## config.mk

```make
export PLATFORM = sky130hd
export DESIGN_NAME = pipeline_sequencer_flat
export DESIGN_NICKNAME = d
export VERILOG_FILES = /design/src/rtl/pipeline_sequencer_if.sv /design/src/rtl/pipeline_sequencer.sv /design/src/flat_wrapper.sv
export SDC_FILE = /design/constraint.sdc
export NUM_CORES = 1
export LEC_CHECK = 0
export BUFFER_PORTS_ARGS = -buffer_cell sky130_fd_sc_hd__clkbuf_2
export CORE_ASPECT_RATIO = 1.4
export CORE_MARGIN = 3
export CORE_UTILIZATION = 45
export CTS_CLUSTER_SIZE = 12
export DETAILED_ROUTE_END_ITERATION = 10
export MAX_ROUTING_LAYER = met4
export PLACE_DENSITY = 0.68
export SLEW_MARGIN = 20
export SYNTH_ARGS = -nofsm -noshare
export SYNTH_HDL_FRONTEND = slang
export SYNTH_SLANG_ARGS = --single-unit
```

## constraint.sdc

```tcl
create_clock -name i_clock -period 2.4 [get_ports i_clock]
set_input_delay 0.24 -clock i_clock [delete_from_list [all_inputs] [get_ports i_clock]]
set_output_delay 0.24 -clock i_clock [all_outputs]
set_load 0.005 [all_outputs]
```

## src/rtl/pipeline_sequencer_if.sv

```systemverilog
// Control bundle between the debug unit / hazard logic and the run/step sequencer.
// The sequencer is the slave; the debug and hazard side is the master.
interface pipeline_sequencer_if #(
    parameter int CANT_BITS_CONTADOR = 16
);
    // Handshake: i_start is a level that is consumed on the first clock where the
    // sequencer sits in IDLE/DONE. i_step is consumed only on its rising edge
    // while waiting for a step. All hazard inputs get a same-cycle answer.
    logic                          i_start;
    logic                          i_modo_ejecucion;
    logic                          i_step;
    logic                          i_bit_burbuja;
    logic                          i_branch_taken;
    logic                          i_halt_detected;
    logic                          i_exception;
    logic                          o_enable_pc;
    logic                          o_enable_if_id;
    logic                          o_enable_pipeline;
    logic                          o_burbuja_id_ex;
    logic                          o_flush_if_id;
    logic                          o_disable_for_exception;
    logic                          o_fin_programa;
    logic [CANT_BITS_CONTADOR-1:0] o_contador_ciclos;
    logic [2:0]                    o_estado;

    modport master (
        output i_start, i_modo_ejecucion, i_step, i_bit_burbuja,
               i_branch_taken, i_halt_detected, i_exception,
        input  o_enable_pc, o_enable_if_id, o_enable_pipeline, o_burbuja_id_ex,
               o_flush_if_id, o_disable_for_exception, o_fin_programa,
               o_contador_ciclos, o_estado
    );

    modport slave (
        input  i_start, i_modo_ejecucion, i_step, i_bit_burbuja,
               i_branch_taken, i_halt_detected, i_exception,
        output o_enable_pc, o_enable_if_id, o_enable_pipeline, o_burbuja_id_ex,
               o_flush_if_id, o_disable_for_exception, o_fin_programa,
               o_contador_ciclos, o_estado
    );
endinterface

```

## src/rtl/pipeline_sequencer.sv

```systemverilog
// Run/step controller for the MIPS pipeline: owns all pipeline enables, bubbles and
// flushes, merges hazard/branch/exception requests, and drains the pipe on HALT.
module pipeline_sequencer #(
    parameter int CANT_CICLOS_DRENADO = 4,
    parameter int CANT_BITS_CONTADOR  = 16
) (
    input logic                 i_clock,
    input logic                 i_reset,
    pipeline_sequencer_if.slave bus
);
    localparam int DW = (CANT_CICLOS_DRENADO > 1) ? $clog2(CANT_CICLOS_DRENADO) : 1;

    typedef enum logic [2:0] {
        IDLE      = 3'd0,
        RUN       = 3'd1,
        STEP_WAIT = 3'd2,
        STEP_EXEC = 3'd3,
        DRAIN     = 3'd4,
        DONE      = 3'd5
    } state_t;

    state_t                        state;
    logic [CANT_BITS_CONTADOR-1:0] contador;
    logic [DW-1:0]                 drain_cnt;
    logic                          step_q;

    logic en_pc, en_if_id, en_pipe, burbuja, flush, dis_exc, halt_ok;
    logic step_rise;

    assign step_rise = bus.i_step & ~step_q;

    // Priority: exception > load-use bubble > taken branch > HALT.
    always_comb begin
        en_pc    = 1'b0;
        en_if_id = 1'b0;
        en_pipe  = 1'b0;
        burbuja  = 1'b0;
        flush    = 1'b0;
        dis_exc  = 1'b0;
        halt_ok  = 1'b0;
        case (state)
            RUN, STEP_EXEC: begin
                en_pipe = 1'b1;
                if (bus.i_exception) begin
                    en_pc    = 1'b1;
                    en_if_id = 1'b1;
                    flush    = 1'b1;
                    burbuja  = 1'b1;
                    dis_exc  = 1'b1;
                end else if (bus.i_bit_burbuja) begin
                    burbuja = 1'b1;
                end else if (bus.i_branch_taken) begin
                    en_pc    = 1'b1;
                    en_if_id = 1'b1;
                    flush    = 1'b1;
                end else if (bus.i_halt_detected) begin
                    halt_ok = 1'b1;
                end else begin
                    en_pc    = 1'b1;
                    en_if_id = 1'b1;
                end
            end
            DRAIN: begin
                en_pipe = 1'b1;
                burbuja = 1'b1;
            end
            default: ;
        endcase
    end

    always_ff @(posedge i_clock) begin
        if (!i_reset) begin
            state     <= IDLE;
            contador  <= '0;
            drain_cnt <= '0;
            step_q    <= 1'b1;
        end else begin
            step_q <= bus.i_step;
            if (en_pipe && (contador != '1))
                contador <= contador + 1'b1;
            case (state)
                IDLE, DONE: begin
                    if (bus.i_start) begin
                        state    <= bus.i_modo_ejecucion ? STEP_WAIT : RUN;
                        contador <= '0;
                    end
                end
                RUN: begin
                    if (halt_ok) begin
                        state     <= DRAIN;
                        drain_cnt <= '0;
                    end
                end
                STEP_WAIT: begin
                    if (step_rise)
                        state <= STEP_EXEC;
                end
                STEP_EXEC: begin
                    state     <= halt_ok ? DRAIN : STEP_WAIT;
                    drain_cnt <= '0;
                end
                DRAIN: begin
                    if (drain_cnt == DW'(CANT_CICLOS_DRENADO - 1))
                        state <= DONE;
                    else
                        drain_cnt <= drain_cnt + 1'b1;
                end
                default: state <= IDLE;
            endcase
        end
    end

    assign bus.o_enable_pc             = en_pc;
    assign bus.o_enable_if_id          = en_if_id;
    assign bus.o_enable_pipeline       = en_pipe;
    assign bus.o_burbuja_id_ex         = burbuja;
    assign bus.o_flush_if_id           = flush;
    assign bus.o_disable_for_exception = dis_exc;
    assign bus.o_fin_programa          = (state == DONE);
    assign bus.o_contador_ciclos       = contador;
    assign bus.o_estado                = state;
endmodule

```

## src/flat_wrapper.sv

```systemverilog
// flat-port wrapper written by rule: the top's interface ports become plain ports
module pipeline_sequencer_flat 
#(
    parameter int CANT_CICLOS_DRENADO = 4,
    parameter int CANT_BITS_CONTADOR  = 16
)
  (i_clock, i_reset, bus_i_start, bus_i_modo_ejecucion, bus_i_step, bus_i_bit_burbuja, bus_i_branch_taken, bus_i_halt_detected, bus_i_exception, bus_o_enable_pc, bus_o_enable_if_id, bus_o_enable_pipeline, bus_o_burbuja_id_ex, bus_o_flush_if_id, bus_o_disable_for_exception, bus_o_fin_programa, bus_o_contador_ciclos, bus_o_estado);
  pipeline_sequencer_if #(.CANT_BITS_CONTADOR(CANT_BITS_CONTADOR)) bus_i ();
  input logic i_clock;
  input logic i_reset;
  input wire logic [$bits(bus_i.i_start)-1:0] bus_i_start;
  input wire logic [$bits(bus_i.i_modo_ejecucion)-1:0] bus_i_modo_ejecucion;
  input wire logic [$bits(bus_i.i_step)-1:0] bus_i_step;
  input wire logic [$bits(bus_i.i_bit_burbuja)-1:0] bus_i_bit_burbuja;
  input wire logic [$bits(bus_i.i_branch_taken)-1:0] bus_i_branch_taken;
  input wire logic [$bits(bus_i.i_halt_detected)-1:0] bus_i_halt_detected;
  input wire logic [$bits(bus_i.i_exception)-1:0] bus_i_exception;
  output wire logic [$bits(bus_i.o_enable_pc)-1:0] bus_o_enable_pc;
  output wire logic [$bits(bus_i.o_enable_if_id)-1:0] bus_o_enable_if_id;
  output wire logic [$bits(bus_i.o_enable_pipeline)-1:0] bus_o_enable_pipeline;
  output wire logic [$bits(bus_i.o_burbuja_id_ex)-1:0] bus_o_burbuja_id_ex;
  output wire logic [$bits(bus_i.o_flush_if_id)-1:0] bus_o_flush_if_id;
  output wire logic [$bits(bus_i.o_disable_for_exception)-1:0] bus_o_disable_for_exception;
  output wire logic [$bits(bus_i.o_fin_programa)-1:0] bus_o_fin_programa;
  output wire logic [$bits(bus_i.o_contador_ciclos)-1:0] bus_o_contador_ciclos;
  output wire logic [$bits(bus_i.o_estado)-1:0] bus_o_estado;
  assign bus_i.i_start = bus_i_start;
  assign bus_i.i_modo_ejecucion = bus_i_modo_ejecucion;
  assign bus_i.i_step = bus_i_step;
  assign bus_i.i_bit_burbuja = bus_i_bit_burbuja;
  assign bus_i.i_branch_taken = bus_i_branch_taken;
  assign bus_i.i_halt_detected = bus_i_halt_detected;
  assign bus_i.i_exception = bus_i_exception;
  assign bus_o_enable_pc = bus_i.o_enable_pc;
  assign bus_o_enable_if_id = bus_i.o_enable_if_id;
  assign bus_o_enable_pipeline = bus_i.o_enable_pipeline;
  assign bus_o_burbuja_id_ex = bus_i.o_burbuja_id_ex;
  assign bus_o_flush_if_id = bus_i.o_flush_if_id;
  assign bus_o_disable_for_exception = bus_i.o_disable_for_exception;
  assign bus_o_fin_programa = bus_i.o_fin_programa;
  assign bus_o_contador_ciclos = bus_i.o_contador_ciclos;
  assign bus_o_estado = bus_i.o_estado;
  pipeline_sequencer #(.CANT_CICLOS_DRENADO(CANT_CICLOS_DRENADO), .CANT_BITS_CONTADOR(CANT_BITS_CONTADOR)) u_core (.i_clock(i_clock), .i_reset(i_reset), .bus(bus_i));
endmodule
```

==> results of run 1 <==
[registers in the layout (all words and copies together), names as in the netlist]
register	flops
u_core.bus.o_estado	3
u_core.step_q	1
u_core.drain_cnt	2
u_core.bus.o_contador_ciclos	16
[timing repair]
action / in CTS / in global routing
gates resized for setup: 0 / 1
endpoints found under the setup margin: 0 / 1
hold endpoints to repair: 0 / 0
[logic make-up (layout without fill, tap and decap cells)]
logic type | after synthesis | after routing | share of synthesized area
and+or+nand+nor | 72 | 72 | 0.335
AOI/OAI and AO/OA | 49 | 49 | 0.234
DFF | 22 | 22 | 0.335
buffers and inverters | 15 | 45 | 0.0552
adders and majority gates | 2 | 2 | 0.0190
muxes | 2 | 2 | 0.0152
xor gates and xnor gates | 1 | 1 | 0.00666
[synth_stat cells, types with 2 or more instances]
cell type                    n  area share
sky130_fd_sc_hd__or4_1       7       0.040
sky130_fd_sc_hd__nor4b_1     2       0.013
sky130_fd_sc_hd__o21ai_0    10       0.038
sky130_fd_sc_hd__mux2i_1     2       0.015
sky130_fd_sc_hd__buf_2       4       0.015
sky130_fd_sc_hd__or3_1       7       0.033
sky130_fd_sc_hd__a2bb2oi_1   2       0.013
sky130_fd_sc_hd__nor4_1      2      0.0095
sky130_fd_sc_hd__dfxtp_1    22        0.33
sky130_fd_sc_hd__o2bb2ai_1   2       0.013
sky130_fd_sc_hd__nor2b_1     2      0.0095
sky130_fd_sc_hd__nand2_1    11       0.031
sky130_fd_sc_hd__inv_1       7       0.020
sky130_fd_sc_hd__nand3_1     8       0.030
sky130_fd_sc_hd__clkbuf_1    2      0.0057
sky130_fd_sc_hd__a21oi_1    18       0.069
sky130_fd_sc_hd__o31ai_1     9       0.051
sky130_fd_sc_hd__nand4_1     2      0.0095
sky130_fd_sc_hd__nand2b_1    7       0.033
sky130_fd_sc_hd__and2_1      3       0.014
sky130_fd_sc_hd__nor2_1      7       0.020
sky130_fd_sc_hd__o21a_1      2       0.011
sky130_fd_sc_hd__and3_1      3       0.014
sky130_fd_sc_hd__and4_1      5       0.033
sky130_fd_sc_hd__ha_1        2       0.019
[routing by layer]
| layer | part of all wire | up-vias | track usage |
|---|---|---|---|
| met5 | 0 | - | - |
| met4 | 0.014 | 0 | 0.0700 |
| met3 | 0.052 | 4 | 0.0128 |
| met2 | 0.53 | 47 | 0.333 |
| met1 | 0.41 | 628 | 0.214 |
| li1 | - | 677 | - |
[layout make-up]
class,count,area [um2]
fill,278,1180
multi-input combinational,126,805
sequential,22,440
timing repair buffer,35,178
tap,36,45.0
inverter,7,26.3
clock buffer,3,22.5
[worst max path at each step]
stage | cells after the start | end | startpoint | slack (ns)
after global routing | 4 | bus_o_enable_pipeline | u_core.bus.o_estado[2] | 0.18
after detailed placement | 4 | u_core.bus.o_contador_ciclos[3] | u_core.bus.o_estado[0] | 0.45
after global placement | 4 | u_core.bus.o_contador_ciclos[6] | u_core.bus.o_estado[0] | 0.50
final | 4 | bus_o_enable_pipeline | u_core.bus.o_estado[2] | 0.40
after CTS | 4 | bus_o_enable_pipeline | u_core.bus.o_estado[2] | 0.13
after floorplan | 6 | u_core.bus.o_contador_ciclos[6] | u_core.bus.o_contador_ciclos[0] | 0.68
[per-stage QoR]
stage	util	instance area [um2]	cells	setup WS [ns]
final	0.562	1520	229	0.400
after CTS	0.561	1510	229	0.131
after global routing	0.562	1520	229	0.177
after global placement	0.553	1490	226	0.499
after floorplan	-	1320	163	0.678
after detailed placement	0.553	1490	226	0.453
[power groups by stage]
stage	clock network [mW]	registers, mW	logic (mW)
4_1_cts	0.175	0.384	0.0873
5_1_grt	0.181	0.386	0.0981
6_report	0.162	0.384	0.0861
3_5_place_dp	0	0.392	0.0866
3_3_place_gp	0	0.391	0.0843
2_1_floorplan	0	0.384	0.0602
[worst reg2reg max path: stages (launching register included)]
cell and delay, ns:
sky130_fd_sc_hd__dfxtp_1 0.58, sky130_fd_sc_hd__nor2b_1 0.38, sky130_fd_sc_hd__o211ai_1 0.27, sky130_fd_sc_hd__nor4b_1 0.45, sky130_fd_sc_hd__mux2i_1 0.22
==> metrics.txt, run 1 <==
total of max-cap violations 0; data required time of the critical path 2.16 ns; fraction of registers with async set or reset after synthesis 0; TritonCTS clock tree built; mean number of vias per cell 5.92; number of levels in the clock H-tree 1; cell count after synthesis about 160; net switching power of the design about 0.17 mW; number of buffers and inverters on the critical path 2; WHS Endpoint u_core.step_q; Total Routed Length 3.13 mm; worst-path maximum fanout 16; via count of the routed design approximately 1,400; Site Rows 22; initial antenna violation count 0; endpoint of the worst-slack reg-to-reg timing path u_core.bus.o_contador_ciclos[13]; Critical Path End Type output pin; internal power of the cells between 0.4 and 0.5 mW; global placer's final weighted congestion about 0.88; port buffer count 34; critical path's top delay family simple AND/OR/NAND/NOR gates; min cycle time layout between 1.5 and 2 ns; TritonCTS sink count 22; setup TNS 0 ns; half-perimeter wire length after placement between 2 and 2.5 mm; critical path cell sequence nor2b_1, nor2_2, inv_1, clkbuf_2; portion of the clock cycle consumed by the worst path in the final layout 0.833; CP Data Arrival Time 1.76 ns; number of antenna-violating nets in the routed design 0; overflow left after global routing 0; headroom to the max-slew limit 0.647; Switching Share 0.262; worst-case vdd ir drop about 220 uV; slowest cell delay on critical path approximately 0.59 ns; count of different cell masters after synthesis 40; Die Y about 70 um; largest net degree at the start of global routing 21; Root Buffer sky130_fd_sc_hd__clkbuf_4; most frequent standard cell in the layout excluding fill and tap cells sky130_fd_sc_hd__clkbuf_2; Hold Crit Class input port to flop; maximum clock frequency between 0.5 and 0.6 GHz; worst clock skew ~0.0043 ns; GRT Overall Usage 0.188; fraction of power consumed by sequential logic 0.607; synthesized net count 174; placeable core region ~2700 um2; number of buffers inserted during clock tree synthesis 3; clock transition at the registers of the reported paths ~0.12 ns; number of endpoints with negative hold slack in the final report 0; setup bufs post-CTS 0; tightest hold margin between 0.1 and 0.15 ns; 1st-iter DRT viols 33; number of nets in the final layout between 200 and 250; launching point of the worst reg2reg path u_core.bus.o_estado[0]; average size of a mapped cell ~8.1 um2; Post-synth EDFFs 0; dominant synthesized flop cell sky130_fd_sc_hd__dfxtp_1; vias in the first global route between 1,000 and 1,500; Leak between 0.5 and 0.6 nW; layout-stage area growth over the synthesis result 15.3%; initial standard-cell utilization of the core 0.487; remaining design rule violation count 0; number of buffers inserted for hold repair after clock tree synthesis 0; most used cells in the layout excluding fill and tap cells sky130_fd_sc_hd__clkbuf_2, sky130_fd_sc_hd__dfxtp_1, sky130_fd_sc_hd__a21oi_1, sky130_fd_sc_hd__nand2_1, sky130_fd_sc_hd__o21ai_0; Hold Crit Depth 2; latest clock arrival within the worst-skew pair around 0.30 ns; Longest Clk Path Bufs 2; logic gate share of total power 0.136; clock network fraction of total power 0.257; Final Max Slew Viols 0; number of endpoints failing setup at the final stage 0; count of boundary I/O pins 35; number of diodes added for antenna fixing 0; Routed wire per std cell 13.6 um; DIE AREA roughly 3600 um2; Setup CP Type flop to output pin; HP Start bus_i_step; RSZ-0062 raised after global routing no; sequential area share after synthesis 0.335; count of TritonRoute iterations in the first routing pass 4; Syn. warnings 0; actual slew at the worst max-slew pin about 0.53 ns; logic depth of the worst register-to-register path 4; R2R Setup Slk roughly 0.42 ns; cell area after synthesis 1320 um2; Slowest cell on crit path sky130_fd_sc_hd__dfxtp_1; wire length of the first global-routing pass roughly 5.4 mm; Worst Setup Start Kind flop; share of post-route cells with drive strength above 1 0.223; number of storage elements in the synthesis netlist 22; outcome completed; Power Dens Cells 417 nW/um2; total power about 0.63 mW; Die X ~52 um
No activity file was read; power rests on OpenSTA's default activity.
==> run 2, diff against run 1 <==
PLACE_DENSITY = 0.71   (was 0.68)
clock period = 1.8 ns   (was 2.4 ns; I/O delays follow)
==> run 2 against run 1 <==
- final area is 7.4% higher
- count of clock-buffer cells in the layout is the same
- sequential share of layout area decreased by 1.9 points
- first-iteration DRC count up 21%
- non-clock buffer count rose by 8
- clock skew about the same
- total power rose by 37%
==> metrics.txt, run 2 (synthesis gave the netlist of run 1 again) <==
TritonCTS sink count 22; Leak between 0.6 and 0.7 nW; Routed wire per std cell between 10 and 15 um; GRT busiest layer met2; half-perimeter wire length after placement between 2 and 3 mm; wire length of the first global-routing pass about 5.7 mm; filler instances 271; maximum clock frequency roughly 0.58 GHz; number of buffers inserted during clock tree synthesis 3; RSZ-0062 raised after global routing yes; data required time of the critical path about 2 ns; Final Max Slew Viols 0; number of buffers and inverters on the critical path 0; slowest cell delay on critical path 0.38 ns; Site Rows 22; routing usage on met3 0.0256; count of boundary I/O pins 35; Slowest cell on crit path sky130_fd_sc_hd__dfxtp_2; number of antenna-violating nets in the routed design 0; Die X 51.7 um; share of post-route cells with drive strength above 1 0.289; global placer's final weighted congestion 0.852; number of nets in the final layout 214; Worst Setup Start Kind flop; met2 capacity usage during global routing 0.346; Total Routed Length about 3.3 mm; standard cell area after detailed placement 1550 um2; min cycle time layout approximately 1.7 ns; non-filler instance count after layout about 240; Longest Clk Path Bufs 2; DP Cell Count 234; setup bufs post-CTS 0; count of TritonRoute iterations in the first routing pass 4; most frequent standard cell in the layout excluding fill and tap cells sky130_fd_sc_hd__clkbuf_2; number of diodes added for antenna fixing 0; tightest hold margin 0.0676 ns; critical path's top delay family compound AO/OA/AOI/OAI gates; fin area 1630 um2; placeable core region ~2700 um2; worst clock skew roughly 0.0043 ns; Setup CP Type flop to flop; number of endpoints with negative hold slack in the final report 0; Root Buffer sky130_fd_sc_hd__clkbuf_4; portion of the clock cycle consumed by the worst path in the final layout 0.963; initial antenna violation count 0; actual slew at the worst max-slew pin approximately 0.6 ns; GRT Overall Usage 0.201; Critical Path End Type flop; setup TNS 0 ns; Hold Crit Class input port to flop; CP Data Arrival Time 1.94 ns; pre-CTS setup slack roughly 0.07 ns; critical path cell sequence nor3b_4, o211ai_1, o31a_1, o21a_1; port buffer count 34; max reg flops 16; worst-case vdd ir drop approximately 340 uV; overflow left after global routing 0; mean number of vias per cell 5.88; headroom to the max-slew limit 0.593; remaining design rule violation count 0; via count of the routed design 1,394; clock transition at the registers of the reported paths roughly 0.12 ns; most used cells in the layout excluding fill and tap cells sky130_fd_sc_hd__clkbuf_2, sky130_fd_sc_hd__dfxtp_1, sky130_fd_sc_hd__a21oi_1, sky130_fd_sc_hd__nand2_1, sky130_fd_sc_hd__o21ai_0; vias in the first global route about 1,300; DIE AREA ~3600 um2; Die Y 70.0 um; M1 GR Usage 0.228; largest net degree at the start of global routing 21; number of endpoints failing setup at the final stage 0; 1st-iter DRT viols 40; layout-stage area growth over the synthesis result 23.9%; outcome completed; total of max-cap violations 0; worst-path maximum fanout 8; latest clock arrival within the worst-skew pair 0.30 ns; Power Dens Cells roughly 530 nW/um2; number of levels in the clock H-tree 1; TritonCTS clock tree built; initial standard-cell utilization of the core 0.487; setup ws final roughly 0.067 ns
run 2: cell count changes in the layout (fill, tap and decap cells not counted), sizes merged:
cell	before	now
buf	1	9
run 2: path summary, 6_finish.rpt:
check,startpoint,end,slack [ns],depth (start not counted)
min reg2reg,u_core.drain_cnt[1],u_core.drain_cnt[1],0.48,2
max reg2reg,u_core.bus.o_estado[2],u_core.bus.o_contador_ciclos[11],0.07,4
max,u_core.bus.o_estado[2],u_core.bus.o_contador_ciclos[11],0.07,4
min,bus_i_step,u_core.step_q,0.07,2
run 2: cell type report:
| cell class | instances | area, um2 | area share |
|---|---|---|---|
| Clock buffer | 3 | 22.5 | 0.0138 |
| Inverter | 7 | 26.3 | 0.0161 |
| Multi-Input combinational cell | 126 | 851 | 0.522 |
| Sequential cell | 22 | 443 | 0.272 |
| Tap cell | 36 | 45.0 | 0.0276 |
| Timing Repair Buffer | 43 | 241 | 0.148 |
run 2: timing repair:
action	4_1_cts	5_1_grt
resized for setup	1	11
pin swaps	0	1
cloned	0	0
endpoints found under the setup margin	1	9
hold buffers	0	0
run 2: power by group:
group          internal (mW)  switching [mW]  total, mW  leakage [nW]
clock                 0.0781           0.142      0.220        0.0138
sequential             0.495         0.00748      0.502         0.179
combinational         0.0637          0.0826      0.146         0.427
total                  0.637           0.232      0.868         0.619
run 2: through the flow:
| step | util | total power [mW] |
|---|---|---|
| CTS | 0.584 | 0.869 |
| finish | 0.604 | 0.868 |
| detailed placement | 0.575 | 0.653 |
| floorplan | - | 0.593 |
| global route | 0.604 | 0.919 |
| global placement | 0.575 | 0.648 |
run 2: per-layer routing:
metal,up-vias,part of all wire
li1,695,-
met1,648,0.38
met2,43,0.55
met3,8,0.055
met4,0,0.018
met5,-,0
run 2: worst reg2reg max path, cell delays in order (launching register included):
cell and delay [ns]:
sky130_fd_sc_hd__dfxtp_2 0.38, sky130_fd_sc_hd__nor3b_4 0.38, sky130_fd_sc_hd__o211ai_1 0.33, sky130_fd_sc_hd__o31a_1 0.37
sky130_fd_sc_hd__o21a_1 0.18
